File: config.mk
export PLATFORM = sky130hd
export DESIGN_NAME = eth_tx_arbiter_flat
export DESIGN_NICKNAME = d
export VERILOG_FILES = /design/src/rtl/eth_pkg.sv /design/src/rtl/eth_if.sv /design/src/rtl/rr_arbiter.sv /design/src/rtl/eth_tx_arbiter.sv /design/src/flat_wrapper.sv
export SDC_FILE = /design/constraint.sdc
export NUM_CORES = 1
export LEC_CHECK = 0
export ABC_CLOCK_PERIOD_IN_PS = 3100
export CAP_MARGIN = 20
export CELL_PAD_IN_SITES_DETAIL_PLACEMENT = 0
export CELL_PAD_IN_SITES_GLOBAL_PLACEMENT = 1
export CORE_AREA = 2 2 254 256
export DETAILED_ROUTE_END_ITERATION = 6
export DIE_AREA = 0 0 256 258
export PLACE_DENSITY = 0.52
export RECOVER_POWER = 50
export SETUP_SLACK_MARGIN = 0.3
export SLEW_MARGIN = 20
export SYNTH_ARGS = -nofsm -noshare
export SYNTH_HDL_FRONTEND = slang
export SYNTH_SLANG_ARGS = --single-unit
File: constraint.sdc
create_clock -name clk -period 3.1 [get_ports clk]
set_clock_uncertainty 0.15 [all_clocks]
set_input_delay 0.62 -clock clk [delete_from_list [all_inputs] [get_ports clk]]
set_output_delay 0.62 -clock clk [all_outputs]
set_load 0.005 [all_outputs]
File: src/rtl/eth_pkg.sv
// rtl/eth_pkg.sv - shared Ethernet types and TX arbiter FSM encoding
//
// Purpose: common typedefs for the Ethernet transmit path.
//   mac_addr_t          48-bit MAC address
//   eth_type_t          16-bit EtherType
//   eth_header_t        packed {dest_mac, src_mac, eth_type}
//   eth_tx_arb_state_t  IDLE / HEADER / PAYLOAD states of eth_tx_arbiter
package eth_pkg;

    localparam int MAC_WIDTH  = 48;
    localparam int TYPE_WIDTH = 16;

    typedef logic [MAC_WIDTH-1:0]  mac_addr_t;
    typedef logic [TYPE_WIDTH-1:0] eth_type_t;

    typedef struct packed {
        mac_addr_t dest_mac;
        mac_addr_t src_mac;
        eth_type_t eth_type;
    } eth_header_t;

    typedef enum logic [1:0] {
        ST_IDLE    = 2'd0,
        ST_HEADER  = 2'd1,
        ST_PAYLOAD = 2'd2
    } eth_tx_arb_state_t;

endpackage

File: src/rtl/eth_if.sv
// rtl/eth_if.sv - Ethernet header and AXI-Stream payload interfaces
//
// Purpose: point-to-point bundles between the TX arbiter and the framer.
//   ETH_HEADER_IF  valid/ready handshake carrying dest_mac, src_mac, eth_type
//   AXIS_IF        tdata/tkeep/tvalid/tready/tlast/tuser stream
//                  (no tid/tdest: those widths are zero in this path)
// Modports: Transmitter drives the payload and valid, Receiver drives ready.
interface ETH_HEADER_IF;
    import eth_pkg::*;

    logic      valid;
    logic      ready;
    mac_addr_t dest_mac;
    mac_addr_t src_mac;
    eth_type_t eth_type;

    modport Transmitter (output valid, output dest_mac, output src_mac,
                         output eth_type, input ready);
    modport Receiver    (input valid, input dest_mac, input src_mac,
                         input eth_type, output ready);
endinterface

interface AXIS_IF #(
    parameter int DATA_WIDTH  = 8,
    parameter int KEEP_WIDTH  = DATA_WIDTH / 8,
    parameter int TUSER_WIDTH = 1
);
    logic [DATA_WIDTH-1:0]  tdata;
    logic [KEEP_WIDTH-1:0]  tkeep;
    logic                   tvalid;
    logic                   tready;
    logic                   tlast;
    logic [TUSER_WIDTH-1:0] tuser;

    modport Transmitter (output tdata, output tkeep, output tvalid,
                         output tlast, output tuser, input tready);
    modport Receiver    (input tdata, input tkeep, input tvalid,
                         input tlast, input tuser, output tready);
endinterface

File: src/rtl/rr_arbiter.sv
// rtl/rr_arbiter.sv - combinational round-robin request selector
//
// Purpose: picks the first set request bit searching upward from
// last_grant_i+1, wrapping modulo NUM_PORTS.
// Ports:
//   req_i          in   NUM_PORTS   request vector
//   last_grant_i   in   IDX_WIDTH   index served most recently
//   grant_index_o  out  IDX_WIDTH   selected index (0 when none found)
//   grant_found_o  out  1           at least one request is set
module rr_arbiter #(
    parameter  int NUM_PORTS = 4,
    localparam int IDX_WIDTH = $clog2(NUM_PORTS)
) (
    input  logic [NUM_PORTS-1:0] req_i,
    input  logic [IDX_WIDTH-1:0] last_grant_i,
    output logic [IDX_WIDTH-1:0] grant_index_o,
    output logic                 grant_found_o
);

    // One spare bit so last_grant + offset never overflows before the wrap.
    logic [IDX_WIDTH:0] cand;

    always_comb begin
        grant_index_o = '0;
        grant_found_o = 1'b0;
        cand          = '0;
        // Offset NUM_PORTS lands back on last_grant itself, so a lone
        // requester that was just served can still win.
        for (int off = 1; off <= NUM_PORTS; off++) begin
            cand = {1'b0, last_grant_i} + (IDX_WIDTH+1)'(off);
            if (cand >= (IDX_WIDTH+1)'(NUM_PORTS)) begin
                cand = cand - (IDX_WIDTH+1)'(NUM_PORTS);
            end
            if (!grant_found_o && req_i[cand[IDX_WIDTH-1:0]]) begin
                grant_found_o = 1'b1;
                grant_index_o = cand[IDX_WIDTH-1:0];
            end
        end
    end

endmodule

File: src/rtl/eth_tx_arbiter.sv
// rtl/eth_tx_arbiter.sv - round-robin frame arbiter in front of the Ethernet TX framer
//
// Purpose: grants one of NUM_PORTS requesters at a time and forwards its
// header, then its whole payload frame, so frames never interleave.
// Ports:
//   clk, reset_n                     clock, async active-low reset
//   s_hdr_valid/ready                per-port header handshake
//   s_hdr_dest_mac/src_mac/type      per-port header fields (packed by port)
//   s_axis_tdata/tkeep/tvalid/tlast/tuser, s_axis_tready  per-port payload
//   eth_header_out_if                header to the framer
//   eth_payload_out_if               payload to the framer
//   grant_valid, grant_index         frame in progress and its owner
//   frame_count                      completed frames, wraps
module eth_tx_arbiter
    import eth_pkg::*;
#(
    parameter  int NUM_PORTS   = 4,
    parameter  int DATA_WIDTH  = 8,
    parameter  int KEEP_WIDTH  = DATA_WIDTH / 8,
    parameter  int COUNT_WIDTH = 16,
    localparam int IDX_WIDTH   = $clog2(NUM_PORTS)
) (
    input  logic                             clk,
    input  logic                             reset_n,

    input  logic [NUM_PORTS-1:0]             s_hdr_valid,
    output logic [NUM_PORTS-1:0]             s_hdr_ready,
    input  logic [NUM_PORTS*MAC_WIDTH-1:0]   s_hdr_dest_mac,
    input  logic [NUM_PORTS*MAC_WIDTH-1:0]   s_hdr_src_mac,
    input  logic [NUM_PORTS*TYPE_WIDTH-1:0]  s_hdr_type,

    input  logic [NUM_PORTS*DATA_WIDTH-1:0]  s_axis_tdata,
    input  logic [NUM_PORTS*KEEP_WIDTH-1:0]  s_axis_tkeep,
    input  logic [NUM_PORTS-1:0]             s_axis_tvalid,
    output logic [NUM_PORTS-1:0]             s_axis_tready,
    input  logic [NUM_PORTS-1:0]             s_axis_tlast,
    input  logic [NUM_PORTS-1:0]             s_axis_tuser,

    ETH_HEADER_IF.Transmitter                eth_header_out_if,
    AXIS_IF.Transmitter                      eth_payload_out_if,

    output logic                             grant_valid,
    output logic [IDX_WIDTH-1:0]             grant_index,
    output logic [COUNT_WIDTH-1:0]           frame_count
);

    eth_tx_arb_state_t      state_q, state_d;
    logic [IDX_WIDTH-1:0]   grant_index_q, grant_index_d;
    logic [IDX_WIDTH-1:0]   last_grant_q, last_grant_d;
    logic                   grant_valid_q, grant_valid_d;
    logic [COUNT_WIDTH-1:0] frame_count_q, frame_count_d;

    logic [IDX_WIDTH-1:0]   arb_index;
    logic                   arb_found;

    // Per-port views of the packed inputs, indexed by grant.
    eth_header_t            hdr_a   [NUM_PORTS];
    logic [DATA_WIDTH-1:0]  tdata_a [NUM_PORTS];
    logic [KEEP_WIDTH-1:0]  tkeep_a [NUM_PORTS];

    for (genvar p = 0; p < NUM_PORTS; p++) begin : g_unpack
        assign hdr_a[p] = '{
            dest_mac: s_hdr_dest_mac[p*MAC_WIDTH +: MAC_WIDTH],
            src_mac:  s_hdr_src_mac[p*MAC_WIDTH +: MAC_WIDTH],
            eth_type: s_hdr_type[p*TYPE_WIDTH +: TYPE_WIDTH]
        };
        assign tdata_a[p] = s_axis_tdata[p*DATA_WIDTH +: DATA_WIDTH];
        assign tkeep_a[p] = s_axis_tkeep[p*KEEP_WIDTH +: KEEP_WIDTH];
    end

    rr_arbiter #(
        .NUM_PORTS (NUM_PORTS)
    ) u_rr_arbiter (
        .req_i         (s_hdr_valid),
        .last_grant_i  (last_grant_q),
        .grant_index_o (arb_index),
        .grant_found_o (arb_found)
    );

    logic hdr_fire;
    logic last_fire;

    assign hdr_fire  = (state_q == ST_HEADER) && s_hdr_valid[grant_index_q]
                       && eth_header_out_if.ready;
    assign last_fire = (state_q == ST_PAYLOAD) && s_axis_tvalid[grant_index_q]
                       && eth_payload_out_if.tready && s_axis_tlast[grant_index_q];

    // State register
    always_ff @(posedge clk or negedge reset_n) begin
        if (!reset_n) begin
            state_q <= ST_IDLE;
        end else begin
            state_q <= state_d;
        end
    end

    // Grant bookkeeping and frame counter
    always_ff @(posedge clk or negedge reset_n) begin
        if (!reset_n) begin
            grant_index_q <= '0;
            // Port 0 is the first candidate after reset.
            last_grant_q  <= IDX_WIDTH'(NUM_PORTS - 1);
            grant_valid_q <= 1'b0;
            frame_count_q <= '0;
        end else begin
            grant_index_q <= grant_index_d;
            last_grant_q  <= last_grant_d;
            grant_valid_q <= grant_valid_d;
            frame_count_q <= frame_count_d;
        end
    end

    // Next-state logic
    always_comb begin
        state_d       = state_q;
        grant_index_d = grant_index_q;
        last_grant_d  = last_grant_q;
        grant_valid_d = grant_valid_q;
        frame_count_d = frame_count_q;
        case (state_q)
            ST_IDLE: begin
                if (arb_found) begin
                    state_d       = ST_HEADER;
                    grant_index_d = arb_index;
                    grant_valid_d = 1'b1;
                end
            end
            ST_HEADER: begin
                // Grant is held even if the requester drops header valid.
                if (hdr_fire) begin
                    state_d = ST_PAYLOAD;
                end
            end
            ST_PAYLOAD: begin
                if (last_fire) begin
                    state_d       = ST_IDLE;
                    last_grant_d  = grant_index_q;
                    grant_valid_d = 1'b0;
                    frame_count_d = frame_count_q + COUNT_WIDTH'(1);
                end
            end
            default: begin
                state_d = ST_IDLE;
            end
        endcase
    end

    // Output muxes: zero-latency pass-through of the granted port only.
    eth_header_t            hdr_sel;
    logic                   hdr_valid;
    logic [DATA_WIDTH-1:0]  pl_tdata;
    logic [KEEP_WIDTH-1:0]  pl_tkeep;
    logic                   pl_tvalid;
    logic                   pl_tlast;
    logic                   pl_tuser;

    always_comb begin
        s_hdr_ready   = '0;
        s_axis_tready = '0;
        hdr_sel       = '0;
        hdr_valid     = 1'b0;
        pl_tdata      = '0;
        pl_tkeep      = '0;
        pl_tvalid     = 1'b0;
        pl_tlast      = 1'b0;
        pl_tuser      = 1'b0;
        case (state_q)
            ST_HEADER: begin
                hdr_sel                    = hdr_a[grant_index_q];
                hdr_valid                  = s_hdr_valid[grant_index_q];
                s_hdr_ready[grant_index_q] = eth_header_out_if.ready;
            end
            ST_PAYLOAD: begin
                pl_tdata                     = tdata_a[grant_index_q];
                pl_tkeep                     = tkeep_a[grant_index_q];
                pl_tvalid                    = s_axis_tvalid[grant_index_q];
                pl_tlast                     = s_axis_tlast[grant_index_q];
                pl_tuser                     = s_axis_tuser[grant_index_q];
                s_axis_tready[grant_index_q] = eth_payload_out_if.tready;
            end
            default: begin
            end
        endcase
    end

    assign eth_header_out_if.valid    = hdr_valid;
    assign eth_header_out_if.dest_mac = hdr_sel.dest_mac;
    assign eth_header_out_if.src_mac  = hdr_sel.src_mac;
    assign eth_header_out_if.eth_type = hdr_sel.eth_type;

    assign eth_payload_out_if.tdata  = pl_tdata;
    assign eth_payload_out_if.tkeep  = pl_tkeep;
    assign eth_payload_out_if.tvalid = pl_tvalid;
    assign eth_payload_out_if.tlast  = pl_tlast;
    assign eth_payload_out_if.tuser  = pl_tuser;

    assign grant_valid = grant_valid_q;
    assign grant_index = grant_index_q;
    assign frame_count = frame_count_q;

endmodule
File: src/flat_wrapper.sv
// flat-port wrapper written by rule: the top's interface ports become plain ports
module eth_tx_arbiter_flat import eth_pkg::*;
#(
    parameter  int NUM_PORTS   = 4,
    parameter  int DATA_WIDTH  = 8,
    parameter  int KEEP_WIDTH  = DATA_WIDTH / 8,
    parameter  int COUNT_WIDTH = 16,
    localparam int IDX_WIDTH   = $clog2(NUM_PORTS)
)
  (clk, reset_n, s_hdr_valid, s_hdr_ready, s_hdr_dest_mac, s_hdr_src_mac, s_hdr_type, s_axis_tdata, s_axis_tkeep, s_axis_tvalid, s_axis_tready, s_axis_tlast, s_axis_tuser, grant_valid, grant_index, frame_count, eth_header_out_if_valid, eth_header_out_if_dest_mac, eth_header_out_if_src_mac, eth_header_out_if_eth_type, eth_header_out_if_ready, eth_payload_out_if_tdata, eth_payload_out_if_tkeep, eth_payload_out_if_tvalid, eth_payload_out_if_tlast, eth_payload_out_if_tuser, eth_payload_out_if_tready);
  ETH_HEADER_IF eth_header_out_if_i ();
  AXIS_IF #(.DATA_WIDTH(DATA_WIDTH), .KEEP_WIDTH(KEEP_WIDTH)) eth_payload_out_if_i ();
  input  logic clk;
  input  logic reset_n;
  input  logic [NUM_PORTS-1:0] s_hdr_valid;
  output logic [NUM_PORTS-1:0] s_hdr_ready;
  input  logic [NUM_PORTS*MAC_WIDTH-1:0] s_hdr_dest_mac;
  input  logic [NUM_PORTS*MAC_WIDTH-1:0] s_hdr_src_mac;
  input  logic [NUM_PORTS*TYPE_WIDTH-1:0] s_hdr_type;
  input  logic [NUM_PORTS*DATA_WIDTH-1:0] s_axis_tdata;
  input  logic [NUM_PORTS*KEEP_WIDTH-1:0] s_axis_tkeep;
  input  logic [NUM_PORTS-1:0] s_axis_tvalid;
  output logic [NUM_PORTS-1:0] s_axis_tready;
  input  logic [NUM_PORTS-1:0] s_axis_tlast;
  input  logic [NUM_PORTS-1:0] s_axis_tuser;
  output logic grant_valid;
  output logic [IDX_WIDTH-1:0] grant_index;
  output logic [COUNT_WIDTH-1:0] frame_count;
  output wire logic [$bits(eth_header_out_if_i.valid)-1:0] eth_header_out_if_valid;
  output wire logic [$bits(eth_header_out_if_i.dest_mac)-1:0] eth_header_out_if_dest_mac;
  output wire logic [$bits(eth_header_out_if_i.src_mac)-1:0] eth_header_out_if_src_mac;
  output wire logic [$bits(eth_header_out_if_i.eth_type)-1:0] eth_header_out_if_eth_type;
  input wire logic [$bits(eth_header_out_if_i.ready)-1:0] eth_header_out_if_ready;
  output wire logic [$bits(eth_payload_out_if_i.tdata)-1:0] eth_payload_out_if_tdata;
  output wire logic [$bits(eth_payload_out_if_i.tkeep)-1:0] eth_payload_out_if_tkeep;
  output wire logic [$bits(eth_payload_out_if_i.tvalid)-1:0] eth_payload_out_if_tvalid;
  output wire logic [$bits(eth_payload_out_if_i.tlast)-1:0] eth_payload_out_if_tlast;
  output wire logic [$bits(eth_payload_out_if_i.tuser)-1:0] eth_payload_out_if_tuser;
  input wire logic [$bits(eth_payload_out_if_i.tready)-1:0] eth_payload_out_if_tready;
  assign eth_header_out_if_valid = eth_header_out_if_i.valid;
  assign eth_header_out_if_dest_mac = eth_header_out_if_i.dest_mac;
  assign eth_header_out_if_src_mac = eth_header_out_if_i.src_mac;
  assign eth_header_out_if_eth_type = eth_header_out_if_i.eth_type;
  assign eth_header_out_if_i.ready = eth_header_out_if_ready;
  assign eth_payload_out_if_tdata = eth_payload_out_if_i.tdata;
  assign eth_payload_out_if_tkeep = eth_payload_out_if_i.tkeep;
  assign eth_payload_out_if_tvalid = eth_payload_out_if_i.tvalid;
  assign eth_payload_out_if_tlast = eth_payload_out_if_i.tlast;
  assign eth_payload_out_if_tuser = eth_payload_out_if_i.tuser;
  assign eth_payload_out_if_i.tready = eth_payload_out_if_tready;
  eth_tx_arbiter #(.NUM_PORTS(NUM_PORTS), .DATA_WIDTH(DATA_WIDTH), .KEEP_WIDTH(KEEP_WIDTH), .COUNT_WIDTH(COUNT_WIDTH)) u_core (.clk(clk), .reset_n(reset_n), .s_hdr_valid(s_hdr_valid), .s_hdr_ready(s_hdr_ready), .s_hdr_dest_mac(s_hdr_dest_mac), .s_hdr_src_mac(s_hdr_src_mac), .s_hdr_type(s_hdr_type), .s_axis_tdata(s_axis_tdata), .s_axis_tkeep(s_axis_tkeep), .s_axis_tvalid(s_axis_tvalid), .s_axis_tready(s_axis_tready), .s_axis_tlast(s_axis_tlast), .s_axis_tuser(s_axis_tuser), .eth_header_out_if(eth_header_out_if_i), .eth_payload_out_if(eth_payload_out_if_i), .grant_valid(grant_valid), .grant_index(grant_index), .frame_count(frame_count));
endmodule
==> results <==
cells by family after synthesis:
kind of cell,Yosys count
buffers and inverters,48
muxes,126
adders and majority gates,1
xor gates and xnor gates,15
AOI/OAI and AO/OA,8
DFF,23
and+or+nand+nor,192
final cells by class:
type	count	area, µm²	area share (%)
repair buffers	769	7920	56.8
multi-input cells	342	4280	30.6
well taps	855	1070	7.67
flip-flops and latches	23	586	4.20
clock buffers	3	75.1	0.538
diodes	6	15.0	0.108
inverters	2	7.51	0.0538
clock inverters	1	5.00	0.0359
state kept, by name (all words and copies together), names as in the netlist:
register and cells:
u_core.last_grant_q 2, u_core.state_q 2, u_core.grant_index 2, u_core.grant_valid 1, u_core.frame_count 16
cells in the final DEF, fill, tap and decap left out, types with 3 or more instances in the layout:
master / instances
sky130_fd_sc_hd__nor4_1: 4
sky130_fd_sc_hd__clkbuf_2: 20
sky130_fd_sc_hd__nor2_1: 11
sky130_fd_sc_hd__buf_12: 21
sky130_fd_sc_hd__a21oi_1: 3
sky130_fd_sc_hd__nand4_1: 5
sky130_fd_sc_hd__nand2b_1: 4
sky130_fd_sc_hd__buf_16: 7
sky130_fd_sc_hd__clkdlybuf4s50_1: 514
sky130_fd_sc_hd__and2_1: 65
sky130_fd_sc_hd__xor2_1: 7
sky130_fd_sc_hd__buf_6: 60
sky130_fd_sc_hd__dlymetal6s2s_1: 37
sky130_fd_sc_hd__clkbuf_1: 8
sky130_fd_sc_hd__buf_2: 14
sky130_fd_sc_hd__dlygate4sd2_1: 9
sky130_fd_sc_hd__nand2_1: 22
sky130_fd_sc_hd__buf_4: 41
sky130_fd_sc_hd__buf_8: 9
sky130_fd_sc_hd__xnor2_1: 8
sky130_fd_sc_hd__dfrtp_1: 19
sky130_fd_sc_hd__dlygate4sd3_1: 20
sky130_fd_sc_hd__and2_0: 10
sky130_fd_sc_hd__nand3_1: 5
sky130_fd_sc_hd__diode_2: 6
sky130_fd_sc_hd__and2_4: 49
sky130_fd_sc_hd__clkdlybuf4s25_1: 7
sky130_fd_sc_hd__nor3_1: 7
sky130_fd_sc_hd__clkbuf_16: 4
sky130_fd_sc_hd__mux4_2: 125
critical path: cells and delay by family, from the launching register on:
family                 cells  cell delay [ns]
and+or+nand+nor            1             0.17
muxes                      1             0.41
DFF                        1             0.50
buffers and inverters      7             0.88
synthesized netlist by cell type:
| cell type | instances | share of area (%) |
|---|---|---|
| sky130_fd_sc_hd__nor4_4 | 1 | 0.43 |
| sky130_fd_sc_hd__a21o_1 | 1 | 0.15 |
| sky130_fd_sc_hd__mux4_2 | 125 | 57 |
| sky130_fd_sc_hd__nor4_1 | 3 | 0.38 |
| sky130_fd_sc_hd__a221oi_1 | 1 | 0.18 |
| sky130_fd_sc_hd__xor2_1 | 7 | 1.2 |
| sky130_fd_sc_hd__and4_1 | 2 | 0.35 |
| sky130_fd_sc_hd__a21oi_1 | 3 | 0.30 |
| sky130_fd_sc_hd__ha_1 | 1 | 0.25 |
| sky130_fd_sc_hd__buf_1 | 3 | 0.23 |
| sky130_fd_sc_hd__mux2_2 | 1 | 0.23 |
| sky130_fd_sc_hd__o21ai_0 | 2 | 0.20 |
| sky130_fd_sc_hd__and3_1 | 2 | 0.25 |
| sky130_fd_sc_hd__buf_2 | 17 | 1.7 |
| sky130_fd_sc_hd__buf_4 | 1 | 0.15 |
| sky130_fd_sc_hd__nor3b_1 | 1 | 0.15 |
| sky130_fd_sc_hd__buf_6 | 1 | 0.23 |
| sky130_fd_sc_hd__nor2b_1 | 3 | 0.38 |
| sky130_fd_sc_hd__xnor2_1 | 8 | 1.4 |
| sky130_fd_sc_hd__nand3_1 | 5 | 0.51 |
| sky130_fd_sc_hd__nand4_1 | 3 | 0.38 |
| sky130_fd_sc_hd__a32o_1 | 1 | 0.20 |
| sky130_fd_sc_hd__and2_1 | 125 | 16 |
| sky130_fd_sc_hd__nand4_2 | 2 | 0.51 |
| sky130_fd_sc_hd__nand2_1 | 22 | 1.7 |
| sky130_fd_sc_hd__inv_1 | 2 | 0.15 |
| sky130_fd_sc_hd__nor2_1 | 11 | 0.83 |
| sky130_fd_sc_hd__nor3_1 | 8 | 0.81 |
| sky130_fd_sc_hd__nand2b_1 | 4 | 0.51 |
| sky130_fd_sc_hd__dfrtp_1 | 21 | 11 |
| sky130_fd_sc_hd__dfstp_2 | 2 | 1.1 |
| sky130_fd_sc_hd__clkbuf_1 | 24 | 1.8 |
worst paths after layout:
kind | from | slack [ns] | to
worst min-delay path | u_core.frame_count[15] | 0.32 | u_core.frame_count[15]
worst max register to register | u_core.grant_index[0] | 0.36 | u_core.frame_count[6]
min in group asynchronous | reset_n | 1.03 | u_core.frame_count[0]
worst min register to register | u_core.frame_count[15] | 0.32 | u_core.frame_count[15]
worst max-delay path | u_core.grant_index[0] | 0.1 | eth_header_out_if_src_mac[21]
max in group asynchronous | reset_n | 0.82 | u_core.grant_index[0]
metrics by stage:
stage                     total power (W)  utilization [%]  instances  setup TNS [ns]  worst slack [ns]
after floorplan                   0.00348                -        413               0             0.713
after global placement            0.00724             20.1       1914         -0.0967           -0.0834
after detailed placement          0.00719             20.1       1914         -0.0419           -0.0419
after CTS                         0.00834             21.2       1962               0            0.0264
after global routing              0.00935             21.9       2000               0            0.0309
final                             0.00876             21.9       2001               0            0.0978
power by group:
group          total (W)  internal [W]  switching [W]
Clock           0.000286      0.000174       0.000112
Sequential      0.000429      0.000367      0.0000622
Combinational    0.00805       0.00507        0.00298
Total            0.00876       0.00561        0.00315
timing repair:
item / 4_1_cts / 5_1_grt
gates resized for setup: 282 / 154
setup buffers: 41 / 30
setup endpoints to repair: 126 / 130
pin swaps: 17 / 2
cloned: 3 / 3
metal layers:
metal	track usage, %	wire (µm)	part of all wire [%]
met5	0	39	0.092
met4	3.33	860	2.0
met3	3.28	3340	7.9
met2	21.4	21900	52
met1	13.9	16300	38
==> results by group <==
Logic synthesis
  – Flip-flop and latch count after synthesis: 23
  – Mapped cell area: 4950 µm²
  – Number of distinct library cells after synthesis: 32
  – Main combinational cell family by area after synthesis: multiplexers
  – Adder and majority gate portion of the synthesized area: 0.253%
  – Synth Instances: 413
  – Total number of yosys warnings: 0
  – Mux share of post-synthesis cell area: 57.1%
  – Mean Syn Cell Area: 12.0 µm²
  – Simple-gate portion of the synthesized area: 23.0%
  – Area fraction in compound gates after synthesis: 1.04%
  – Mapped Nets: 918
  – Sequential-to-total area share from yosys stat: 11.7%
  – Xor-xnor portion of the synthesized cell area: 2.65%

Layout
  – Area of all placed cells without fillers: 14,000 µm²
  – Area Growth Syn to Fin: 182%
  – Fillers: 6,936
  – Total number of nets in the final design: 1,646
  – Fraction of layout cells with a size suffix above 1: 31.7%

Worst setup path
  – Worst Path Required: 2.33 ns
  – Depth of the worst register-to-register path: 8
  – Capturing element type of the critical path: output port
  – Longest individual stage delay on the worst path: 0.50 ns
  – Highest net fanout along the worst path: 8
  – Cell breakdown of the critical path: buf_12 > buf_6 > buf_12 > buf_6 > buf_8 > buf_4 > mux4_2 > and2_4 > buf_2
  – Highest-delay cell along the critical path: sky130_fd_sc_hd__dfrtp_4
  – CP Class: flip-flop to output port
  – CP Launch Type: flip-flop
  – Worst Path Arrival: 2.23 ns

STA
  – Setup repair after global routing missed its margin: yes
  – Final Slew Violations: 0
  – Hold Violations, Final: 0
  – Hold slack final: 0.323 ns
  – Worst slew pin tran: 1.33 ns
  – Final setup viols: 0
  – Max_slew headroom: 11.4%
  – Fin crit share: 96.8%
  – Tmin final: 3.00 ns
  – Highest clock rate: 0.333 GHz

Place
  – Routability congestion estimate from global placement: 0.907
  – Quantity of I/O buffers inserted on ports: 655
  – Half-perimeter wire length of the detailed placement result: 35.0 mm
  – Cell Area, Placed: 12,800 µm²

Floorplanning
  – Cell row count: 93
  – Core area: 63,600 µm²
  – Die W: 256 µm
  – Overall die height: 258 µm
  – Die Outline Area: 66,000 µm²
  – Initial standard-cell utilization of the core: 7.77%
  – I/O pin cnt: 656

Clocking
  – Number of levels in the clock H-tree: 1
  – Clock sinks: 23
  – Number of buffers on the longest clock path: 2
  – Clock latency reported for the late side of the worst-skew pair: 0.26 ns
  – Number of buffers added by the clock tree synthesis step: 3
  – Post-cts hold buffer count: 0
  – TritonCTS clock tree: built
  – Root buf cell: sky130_fd_sc_hd__clkbuf_16
  – Register clock-pin slew on the reported worst setup and hold paths: 0.06 ns

Power
  – Static Leak: 5.76 nW
  – Pwr dens: 628 nW/µm²
  – Maximum resistive drop on vdd: 0.432 mV

Route
  – Violation count after the first detailed-routing iteration: 266
  – Number of search-and-repair iterations in the first detailed-routing pass: 4
  – Final ANT Viol Nets: 0
  – Post-detailed-route wirelength per cell: 21.2 µm
  – Via density: 3.49
  – Vias: 6,981
  – Drc violations: 0
  – DRT Wirelength: 42.3 mm

Global route
  – Number of antenna violations at the first check in global routing: 13
  – Vias in the first global route: 7,726
  – Combined global-route utilization of all metal layers: 12.0%
  – Global-route wire length before repair: 57.3 mm
  – Residual overflow from global routing: 0
  – Largest net degree at the start of global routing: 67

Job
  – Max Cap Violations: 0

Hold path
  – Hold/Removal Path Class: flip-flop to flip-flop
  – Hold Crit Depth: 1

Status
  – Outcome: complete, no violations
Note: power is estimated with default switching activity, not from simulation.
